==> src/rtl/ras_link_detect.sv <==
// Call/return detector feeding the return address stack: decodes RISC-V link hints,
// drives RAS push/pop, and registers the instruction with its predicted return target.
module ras_link_detect #(
  parameter int XLEN = 64
) (
  input  logic            clk,
  input  logic            rst,
  input  logic            Flush,
  input  logic            In_Valid,
  output logic            In_Ready,
  input  logic [XLEN-1:0] In_PC,
  input  logic [31:0]     In_Instr,
  output logic            Out_Valid,
  input  logic            Out_Ready,
  output logic [XLEN-1:0] Out_PC,
  output logic            Out_IsCall,
  output logic            Out_IsRet,
  output logic [XLEN-1:0] Out_RetTarget,
  output logic            Out_RetTargetValid,
  output logic            RAS_PushEn,
  output logic            RAS_PopEn,
  output logic [XLEN-1:0] RAS_PushData,
  input  logic [XLEN-1:0] RAS_PeekData,
  input  logic            RAS_Empty,
  output logic            RAS_Stall
);

  typedef enum logic {
    IDLE,
    PUSH_PEND
  } state_t;

  localparam logic [6:0] OPC_JAL  = 7'b1101111;
  localparam logic [6:0] OPC_JALR = 7'b1100111;

  state_t            state_q, state_d;
  logic [XLEN-1:0]   pend_data_q, pend_data_d;
  logic              out_valid_q, out_valid_d;
  logic [XLEN-1:0]   out_pc_q, out_pc_d;
  logic              out_is_call_q, out_is_call_d;
  logic              out_is_ret_q, out_is_ret_d;
  logic [XLEN-1:0]   out_ret_target_q, out_ret_target_d;
  logic              out_ret_target_valid_q, out_ret_target_valid_d;

  logic              is_comp;
  logic [6:0]        opcode;
  logic [4:0]        rd_32, rs1_32, rs1_c, rs2_c;
  logic [3:0]        funct4_c;
  logic              dec_push, dec_pop;
  logic [XLEN-1:0]   ret_addr;
  logic              accept;
  logic              push_en, pop_en;
  logic [XLEN-1:0]   push_data;
  logic              unused_instr_bits;

  function automatic logic is_link(input logic [4:0] r);
    return (r == 5'd1) || (r == 5'd5);
  endfunction

  assign is_comp  = (In_Instr[1:0] != 2'b11);
  assign opcode   = In_Instr[6:0];
  assign rd_32    = In_Instr[11:7];
  assign rs1_32   = In_Instr[19:15];
  assign rs1_c    = In_Instr[11:7];
  assign rs2_c    = In_Instr[6:2];
  assign funct4_c = In_Instr[15:12];
  assign unused_instr_bits = ^In_Instr[31:20];

  // C.JR/C.JALR live only in the C2 quadrant, so the quadrant bits gate compressed decode.
  always_comb begin
    dec_push = 1'b0;
    dec_pop  = 1'b0;
    if (!is_comp) begin
      if (opcode == OPC_JAL) begin
        dec_push = is_link(rd_32);
      end else if (opcode == OPC_JALR) begin
        if (is_link(rd_32) && !is_link(rs1_32)) begin
          dec_push = 1'b1;
        end else if (!is_link(rd_32) && is_link(rs1_32)) begin
          dec_pop = 1'b1;
        end else if (is_link(rd_32) && is_link(rs1_32)) begin
          dec_push = 1'b1;
          dec_pop  = (rd_32 != rs1_32);
        end
      end
    end else if ((In_Instr[1:0] == 2'b10) && (rs2_c == 5'd0) && (rs1_c != 5'd0)) begin
      if (funct4_c == 4'b1000) begin
        dec_pop = is_link(rs1_c);
      end else if (funct4_c == 4'b1001) begin
        dec_push = 1'b1;
        dec_pop  = (rs1_c == 5'd5);
      end
    end
  end

  assign ret_addr = In_PC + (is_comp ? XLEN'(2) : XLEN'(4));
  assign In_Ready = (state_q == IDLE) & (~out_valid_q | Out_Ready) & ~Flush;
  assign accept   = In_Valid & In_Ready;

  always_comb begin
    state_d     = state_q;
    pend_data_d = pend_data_q;
    push_en     = 1'b0;
    pop_en      = 1'b0;
    push_data   = ret_addr;
    case (state_q)
      IDLE: begin
        if (accept) begin
          pop_en  = dec_pop;
          push_en = dec_push & ~dec_pop;
          // Coroutine: the push is deferred one cycle so PushEn and PopEn never overlap.
          if (dec_push && dec_pop) begin
            pend_data_d = ret_addr;
            state_d     = PUSH_PEND;
          end
        end
      end
      PUSH_PEND: begin
        push_data = pend_data_q;
        push_en   = ~Flush;
        state_d   = IDLE;
      end
      default: state_d = IDLE;
    endcase
  end

  always_comb begin
    out_valid_d            = out_valid_q;
    out_pc_d               = out_pc_q;
    out_is_call_d          = out_is_call_q;
    out_is_ret_d           = out_is_ret_q;
    out_ret_target_d       = out_ret_target_q;
    out_ret_target_valid_d = out_ret_target_valid_q;
    if (Flush) begin
      out_valid_d = 1'b0;
    end else if (accept) begin
      out_valid_d            = 1'b1;
      out_pc_d               = In_PC;
      out_is_call_d          = dec_push;
      out_is_ret_d           = dec_pop;
      out_ret_target_d       = dec_pop ? RAS_PeekData : '0;
      out_ret_target_valid_d = dec_pop & ~RAS_Empty;
    end else if (Out_Ready && out_valid_q) begin
      out_valid_d = 1'b0;
    end
  end

  always_ff @(posedge clk or posedge rst) begin
    if (rst) begin
      state_q                <= IDLE;
      pend_data_q            <= '0;
      out_valid_q            <= 1'b0;
      out_pc_q               <= '0;
      out_is_call_q          <= 1'b0;
      out_is_ret_q           <= 1'b0;
      out_ret_target_q       <= '0;
      out_ret_target_valid_q <= 1'b0;
    end else begin
      state_q                <= state_d;
      pend_data_q            <= pend_data_d;
      out_valid_q            <= out_valid_d;
      out_pc_q               <= out_pc_d;
      out_is_call_q          <= out_is_call_d;
      out_is_ret_q           <= out_is_ret_d;
      out_ret_target_q       <= out_ret_target_d;
      out_ret_target_valid_q <= out_ret_target_valid_d;
    end
  end

  // RAS controls are masked while reset is asserted, independent of the inputs.
  assign RAS_PushEn         = push_en & ~rst;
  assign RAS_PopEn          = pop_en & ~rst;
  assign RAS_PushData       = push_data;
  assign RAS_Stall          = 1'b0;
  assign Out_Valid          = out_valid_q;
  assign Out_PC             = out_pc_q;
  assign Out_IsCall         = out_is_call_q;
  assign Out_IsRet          = out_is_ret_q;
  assign Out_RetTarget      = out_ret_target_q;
  assign Out_RetTargetValid = out_ret_target_valid_q;

endmodule
==> config.mk <==
export PLATFORM = sky130hd
export DESIGN_NAME = ras_link_detect
export DESIGN_NICKNAME = d
export VERILOG_FILES = /design/src/rtl/ras_link_detect.sv
export SDC_FILE = /design/constraint.sdc
export NUM_CORES = 1
export LEC_CHECK = 0
export BUFFER_PORTS_ARGS = -buffer_cell sky130_fd_sc_hd__clkbuf_2
export CAP_MARGIN = 30
export CORE_MARGIN = 3
export CORE_UTILIZATION = 40
export DETAILED_ROUTE_END_ITERATION = 8
export GPL_ROUTABILITY_DRIVEN = 0
export GPL_TIMING_DRIVEN = 0
export PLACE_DENSITY = 0.72
export SYNTH_ARGS = -nofsm -noshare
export SYNTH_HDL_FRONTEND = slang
export SYNTH_SLANG_ARGS = --single-unit
==> constraint.sdc <==
create_clock -name clk -period 5.8 [get_ports clk]
set_input_delay 0.87 -clock clk [delete_from_list [all_inputs] [get_ports clk]]
set_output_delay 0.87 -clock clk [all_outputs]
set_load 0.005 [all_outputs]
### After elaboration in Yosys (flattened, before gate mapping)

Cells that the tools add are included.

* reduce and logical (&&, ||, !) cells: 16
* add/sub/neg operators: 1
* multiply operators: 0
* shifts and indexed selects: 0
* bitwise gates (word level): 14
* multiplexer cells: 31
* div/mod/pow operators: 0
* equal/unequal tests: 11
* $lt $le $gt $ge: 0

Operator list (count)
* 64-bit two-way mux: 2
* 64-bit by 3-bit adder with 64-bit output: 1
* 1-bit two-way mux: 26
* 7-bit equality test, second input constant: 2
* 5-bit by 1-bit equality test with 1-bit output, second input constant: 2
* 5-bit by 3-bit equality test with 1-bit output, second input constant: 2
* 4-bit equality test, second input constant: 2
* 1-bit AND: 7
* 1-bit logical AND: 7
* 1-bit NOT: 6
* 5-bit zero test: 1
* 5-bit != test: 1
* 5-bit nonzero test: 1
* 1-bit one-hot mux with 2 select lines: 2
* 3-bit two-way mux: 1
* 3-bit AND reduction: 1
* 3-bit nonzero test: 1
* 2-bit equality test, second input constant: 1
* 1-bit zero test: 2
* 1-bit logical OR: 2
* 2-bit != test, second input constant: 1
* 2-bit AND reduction: 1
* 1-bit OR: 1

* output and inout port bits: 200
* memories kept: 0
* latch bits: 0
* ROM bits: 0
* input port bits: 166
* RAM bits: 0
* register bits after elaboration: 197

### Longest topological paths before layout

Gate-level depths: netlist (run 1).

* depth after elaboration: 14
* gate-level depth with buffers: 12
* depth with buffers taken out: 10

### Worst setup path before layout (run 1)

Ideal clock, no wire load.

* kind: input port to output port
* from: input port In_Instr[0]
* to: output port RAS_PushData[39]
* buffers on the path: 2
* slack: 1536 ps
* cell stages on the path: 12
* arrival: 3394 ps
* path through: nand2_1 -> ha_1 -> inv_1 -> fa_1 -> nand3b_1 -> or4_1 -> clkbuf_1 -> nor3_2 -> buf_4 -> nand4_1 -> xnor2_1 -> mux2_2

* longest elaborated chain between the ends: 4

Ends and longest elaborated chain
* from (decl): line 12 `input logic [31:0] In_Instr,`
* 2-bit != test: line 60 `assign is_comp = (In_Instr[1:0] != 2'b11);`
* 3-bit two-way mux: line 96 `assign ret_addr = In_PC + (is_comp ? XLEN'(2) : XLEN'(4));`
* 64-bit by 3-bit adder with 64-bit output: line 96
* 64-bit two-way mux: line 106 `case (state_q)`
* to (decl): line 22 `output logic [XLEN-1:0] RAS_PushData,`

No other way between the ends.

### Worst setup path in the final report (run 1)

Ends and elaborated chain as after synthesis.

==> results.py, run 1 <==
metrics = {
    "status": {
        "status": "finished, final reports clean",
    },
    "pwr": {
        "vdd_drop_max_v": 0.000155,
        "p_leak_nw": 6.77,
        "p_total_mw": 3.12,
        "power_density_nw_per_um2": 249,
    },
    "yosys": {
        "ys_seq_elements": 197,
        "syn_area_sq_um": 9660,
        "synth-edff-count": 0,
        "synth_top_area_cell": "dfrtp_1",
        "netlist.area_leader.share_pct": 51.0,
        "yosysSeqAreaShare_pct": 51.0,
        "synth_mux_area_share_pct": 13.5,
        "synth_top_family_by_area": "simple AND/OR/NAND/NOR gates",
        "synthDistinctLibCells": 46,
        "synth_flop_cell": "dfrtp_1",
        "synth-simple-area-share_pct": 25.2,
        "synth_compound_area_share_pct": 1.33,
        "syn-instance-count": 1015,
        "synth_async_sr_flop_share_pct": 100,
        "yosys.area_share.xor_xnor_pct": 5.71,
        "ys_top_cells_by_area": "dfrtp_1 (51%), nand2_1 (15%), mux2_2 (13%)",
        "ys_warn_count": 0,
        "yosys.area_share.adder_pct": 0.466,
        "synth_area_per_cell_sq_um": 9.52,
        "syn_nets": 1184,
    },
    "critical_path": {
        "end_kind": "output pin",
        "regToRegSetupSlack_ps": 2860,
        "crit_type": "in2out",
        "worst-r2r-cell-count": 8,
        "rr_startpoint": "state_q$_DFF_PP0_",
        "worst_setup_path_start_kind": "primary input",
        "r2r_end": "Out_PC[13]$_DFFE_PP0P_",
        "worstPathArrival_ps": 4230,
        "crit_required_ps": 4930,
        "worstPathMaxFanout": 10,
    },
    "timing": {
        "tightest_slew_ps": 863,
        "fmax_mhz": 196,
        "period_minus_slack_ps": 5100,
        "fin_crit_sh_pct": 88.0,
        "layout_setup_ws_ps": 697,
        "clock_skew_ps": 16.0,
        "slew_violations": 0,
        "rsz0062_at_grt": "no",
        "setup_tns_ps": 0,
        "setup_violations": 0,
        "hold_viol": 0,
        "max_slew_margin_pct": 42.1,
    },
    "global_route": {
        "grt_overflow": 0,
        "grt_pass1_wl_um": 48400,
        "grt_pass1_vias": 8713,
        "grt_max_degree": 38,
        "antenna_found_initial": 2,
        "grt_usage_pct": 23.7,
    },
    "placement": {
        "io_buffers": 352,
        "dp_cells": 1692,
        "preCtsSetupSlack_ps": 625,
        "hpwl_um": 24700,
    },
    "final_layout": {
        "drive_gt1_share_pct": 37.4,
        "layout_commonest_cell": "nand2_1",
        "stdcell_count": 1725,
        "area_delta_synth_final_pct": 29.8,
        "final_cell_mix": "nand2_1 (374), clkbuf_2 (353), dfrtp_1 (197), mux2_2 (115), nand3_1 (80)",
        "layout.nets": 1561,
        "finalCoreUtilization_pct": 53.1,
    },
    "die": {
        "start_util_pct": 40.9,
        "die_y_um": 161,
        "die_w_um": 161,
        "core_sq_um": 23600,
        "ios": 366,
        "rows": 56,
        "die-area_sq_um": 26100,
    },
    "min_path": {
        "hold_path.startpoint": "pend_data_q[19]$_DFFE_PP0P_",
        "hold-path-endpoint": "pend_data_q[19]$_DFFE_PP0P_",
        "hold_class": "reg2reg",
        "min_path_cells": 2,
    },
    "clock_tree": {
        "clockRootBuffer": "clkbuf_16",
        "cts.clk_slew.worst_paths_ps": 70,
        "cts_buffer_depth": 2,
        "hold_buffers": 0,
        "post_cts_resized": 0,
        "numClockSinks": 197,
        "post_cts_buffers": 0,
        "numCtsBuffers": 17,
        "clkLatencyLatePin_ps": 440,
        "tritoncts": "done",
        "cts_max_level": 4,
    },
    "detailed_routing": {
        "antenna_left": 0,
        "drc": 0,
        "num_vias": 8700,
        "first_pass_iters": 5,
        "wl_um": 31200,
        "drt_iter0_drc": 527,
        "wire_per_inst_um": 18.1,
        "routed_via_density": 5.04,
    },
    "flow_run": {
        "cap_violations": 0,
    },
}
-- through the flow --
step | cell area, sq um | hold WS [ps]
floorplan | 9670 | 433
global placement | 11800 | 447
detailed placement | 11900 | 455
CTS | 12500 | 470
global route | 12500 | 490
finish | 12500 | 469
-- sequential cells by signal, indices dropped and copies added, names as in the netlist --
name                cells
Out_IsRet               1
Out_RetTarget          64
state_q                 1
Out_IsCall              1
Out_Valid               1
Out_RetTargetValid      1
Out_PC                 64
pend_data_q            64
-- cell type report --
cell class	count	area (sq um)
clock inverter	15	180
tap	319	399
multi-input combinational	754	4470
timing repair buffer	358	1870
fill	2236	11100
buffer	57	239
sequential	197	4930
clock buffer	17	425
antenna	1	2.50
inverter	7	30.0
-- layer usage --
metal	up-vias	GRT usage [%]	wire (um)
li1	4138	-	-
met1	4171	30.7	13300
met2	313	38.1	14500
met3	74	6.41	2200
met4	4	9.19	1190
met5	-	0	23
-- how the worst max path moves through the flow --
stage	from	to	slack, ps	cells past startpoint
6_report	In_Instr[0]	RAS_PushData[39]	700	14
5_1_grt	In_Instr[0]	RAS_PushData[39]	380	14
4_1_cts	In_Instr[0]	RAS_PushData[39]	610	14
3_5_place_dp	In_Instr[0]	RAS_PushData[39]	630	14
3_3_place_gp	In_Instr[0]	RAS_PushData[39]	660	14
2_1_floorplan	In_Instr[0]	RAS_PushData[39]	1540	12
-- synth_stat cells, types with 2 or more instances --
| cell | count |
|---|---|
| and4_1 | 5 |
| buf_2 | 7 |
| nand2_1 | 374 |
| and3_2 | 2 |
| o21ai_0 | 8 |
| inv_1 | 7 |
| mux2_2 | 115 |
| a21oi_1 | 4 |
| nor4_1 | 8 |
| ha_1 | 2 |
| nand2b_1 | 2 |
| buf_4 | 2 |
| clkbuf_1 | 36 |
| nand4b_1 | 3 |
| nand3_1 | 80 |
| buf_1 | 10 |
| nor2_1 | 14 |
| and3_1 | 10 |
| and2_1 | 2 |
| dfrtp_1 | 197 |
| nor4b_1 | 2 |
| xnor2_1 | 48 |
| nand4_1 | 26 |
| a22oi_1 | 2 |
| nor3_2 | 2 |
| or4b_1 | 3 |
| nor3_1 | 9 |
| xor2_1 | 15 |
| a21o_1 | 3 |
-- power by group --
| group | switching, mW | internal (mW) | leakage, nW | total [mW] |
|---|---|---|---|---|
| clock network | 0.628 | 0.590 | 0.292 | 1.22 |
| logic | 0.243 | 0.179 | 3.83 | 0.422 |
| registers | 0.0381 | 1.44 | 2.65 | 1.48 |
| total | 0.909 | 2.21 | 6.77 | 3.12 |
-- worst max-delay path: stages --
cell and delay (ps):
clkbuf_2 90, nand2_1 190, ha_1 240, inv_1 60, fa_1 390, nand3b_1 280, or4_1 520, clkbuf_1 220
nor3_2 360, buf_4 290, nand4_1 140, xnor2_1 190, mux2_2 260, clkbuf_2 120
-- logic make-up after synthesis --
logic type,count (synthesis)
and+or+nand+nor,550
muxes,116
xor gates and xnor gates,63
buffers and inverters,64
adders and majority gates,3
AOI/OAI and AO/OA,21
DFF,197
other,1
No activity file was read; power rests on OpenSTA's default activity.
==> run 2: changes to the inputs <==
--- a/config.mk
+++ b/config.mk
@@ -12,7 +12,7 @@
 export DETAILED_ROUTE_END_ITERATION = 8
 export GPL_ROUTABILITY_DRIVEN = 0
 export GPL_TIMING_DRIVEN = 0
-export PLACE_DENSITY = 0.72
+export PLACE_DENSITY = 0.69
 export SYNTH_ARGS = -nofsm -noshare
 export SYNTH_HDL_FRONTEND = slang
 export SYNTH_SLANG_ARGS = --single-unit
==> constraint.sdc (replaced) <==
create_clock -name clk -period 4.9 [get_ports clk]
set_input_delay 0.735 -clock clk [delete_from_list [all_inputs] [get_ports clk]]
set_output_delay 0.735 -clock clk [all_outputs]
set_load 0.005 [all_outputs]
==> run 2 against run 1 <==
Net effect: utilization barely moved; sequential share of layout area barely moved; die area stayed put; global-route usage decreased by 0.094 points; via count fell by 0.68%; clock power up 19%; non-clock buffer count rose by 1; final cell count did not move; sequential power grew 18%; count of clock-buffer cells in the layout is the same; critical endpoint is now RAS_PushData[59].
==> results.py, run 2 (synthesized netlist as in run 1, its figures left out) <==
metrics = {
    "status": {
        "status": "finished, final reports clean",
    },
    "global_route": {
        "grt_overflow": 0,
        "grt_pass1_vias": 8580,
        "grt_usage_pct": 23.6,
        "grt_pass1_wl_um": 48300,
        "grt_max_degree": 41,
        "antenna_found_initial": 2,
    },
    "timing": {
        "setup_violations": 0,
        "period_minus_slack_ps": 4830,
        "fmax_mhz": 207,
        "hold_viol": 0,
        "clock_skew_ps": 19.2,
        "rsz0062_at_grt": "yes",
        "layout_setup_ws_ps": 67.4,
        "fin_crit_sh_pct": 98.6,
        "max_slew_margin_pct": 37.6,
        "tightest_slew_ps": 936,
        "slew_violations": 0,
    },
    "critical_path": {
        "crit_required_ps": 4160,
        "worst-path-buf-inv": 4,
        "worstPathCellList": "clkbuf_2, nand2_1, ha_1, inv_1, fa_1, nand3b_1, or4_1, clkbuf_1, nor4_2, nand3_1, xnor2_1, mux2_2, clkbuf_2",
        "crit_type": "in2out",
        "worstPathArrival_ps": 4100,
        "end_kind": "output pin",
        "cp_top_family": "simple AND/OR/NAND/NOR gates",
        "cp_common_cell": "clkbuf_2",
        "slowest_stage": "nor4_2",
        "worst_setup_path_start_kind": "primary input",
        "critical_path.max_stage_delay_ps": 560,
        "worstPathMaxFanout": 6,
    },
    "final_layout": {
        "area_delta_synth_final_pct": 29.9,
        "stdcell_count": 1725,
        "diodes": 0,
        "finalCoreUtilization_pct": 53.2,
        "final_cell_mix": "nand2_1 (374), clkbuf_2 (353), dfrtp_1 (197), mux2_2 (115), nand3_1 (80)",
        "layout_commonest_cell": "nand2_1",
        "drive_gt1_share_pct": 37.4,
        "layout.nets": 1562,
    },
    "flow_run": {
        "cap_violations": 0,
    },
    "detailed_routing": {
        "drt-met1-wl_um": 13200,
        "wl_um": 30900,
        "routed_via_density": 5.01,
        "top_layer": "met5",
        "dr_wl_met3_um": 1970,
        "drt_iter0_drc": 415,
        "wire_per_inst_um": 17.9,
        "num_vias": 8641,
        "drc": 0,
        "antenna_left": 0,
        "first_pass_iters": 5,
        "wl_met2_um": 15100,
    },
    "min_path": {
        "hold_class": "in2async",
    },
    "pwr": {
        "vdd_drop_max_v": 0.000184,
        "power_density_nw_per_um2": 295,
        "p_total_mw": 3.70,
        "p_leak_nw": 6.80,
    },
    "die": {
        "start_util_pct": 40.9,
        "die_y_um": 161,
        "die-area_sq_um": 26100,
        "core_sq_um": 23600,
        "die_w_um": 161,
        "rows": 56,
        "ios": 366,
    },
    "clock_tree": {
        "numCtsBuffers": 17,
        "tritoncts": "done",
        "clockRootBuffer": "clkbuf_16",
        "clkLatencyLatePin_ps": 440,
        "cts.clk_slew.worst_paths_ps": 90,
        "hold_buffers": 0,
        "cts_buffer_depth": 2,
        "numClockSinks": 197,
        "cts_max_level": 4,
    },
    "placement": {
        "io_buffers": 352,
        "dp_cells": 1691,
        "hpwl_um": 24200,
        "preCtsSetupSlack_ps": 50.5,
    },
}
## run 2: worst paths after layout
path / startpoint / endpoint / slack (ps) / depth (start not counted)
min in group clk: pend_data_q[19]$_DFFE_PP0P_ / pend_data_q[19]$_DFFE_PP0P_ / 470 / 2
worst max register to register: state_q$_DFF_PP0_ / Out_PC[40]$_DFFE_PP0P_ / 1970 / 8
max in group asynchronous: rst / pend_data_q[55]$_DFFE_PP0P_ / 3430 / 5
worst min register to register: pend_data_q[19]$_DFFE_PP0P_ / pend_data_q[19]$_DFFE_PP0P_ / 470 / 2
worst min-delay path: rst / Out_RetTargetValid$_DFFE_PP0P_ / 380 / 2
worst max-delay path: In_Instr[0] / RAS_PushData[59] / 70 / 13
## run 2: layer usage
metal,track usage [%],up-vias
li1,-,4146
met1,30.6,4165
met2,39.9,279
met3,5.18,49
met4,7.16,2
met5,0,-
## run 2: worst reg2reg max path, stage by stage, from the launching register on
cell and delay (ps):
dfrtp_1 360, clkbuf_1 240, nor2_1 190, and3_1 220
clkbuf_1 570, clkbuf_1 700, buf_1 420, nand2_1 120
nand2_1 70
## run 2: cell type report
type                            count  area (sq um)
Fill cell                        2232         11100
Multi-Input combinational cell    754          4470
Tap cell                          319           399
Inverter                            7          30.0
Clock buffer                       17           425
Buffer                             57           239
Sequential cell                   197          4930
Timing Repair Buffer              359          1880
Clock inverter                     15           180
## run 2: repair_timing
action                                  CTS  global route
endpoints found under the setup margin    0            14
setup buffers                             0             2
gates resized for setup                   0             1
## run 2: where the power goes
group | switching, mW | internal (mW)
clock network | 0.714 | 0.735
logic | 0.286 | 0.211
registers | 0.0468 | 1.71
total | 1.05 | 2.65
## run 2: through the flow
stage / setup TNS, ps / instance area [sq um] / hold WS (ps)
floorplan: 0 / 9670 / 433
global placement: 0 / 11800 / 445
detailed placement: 0 / 11900 / 455
CTS: 0 / 12500 / 384
global route: -445 / 12600 / 422
finish: 0 / 12600 / 377
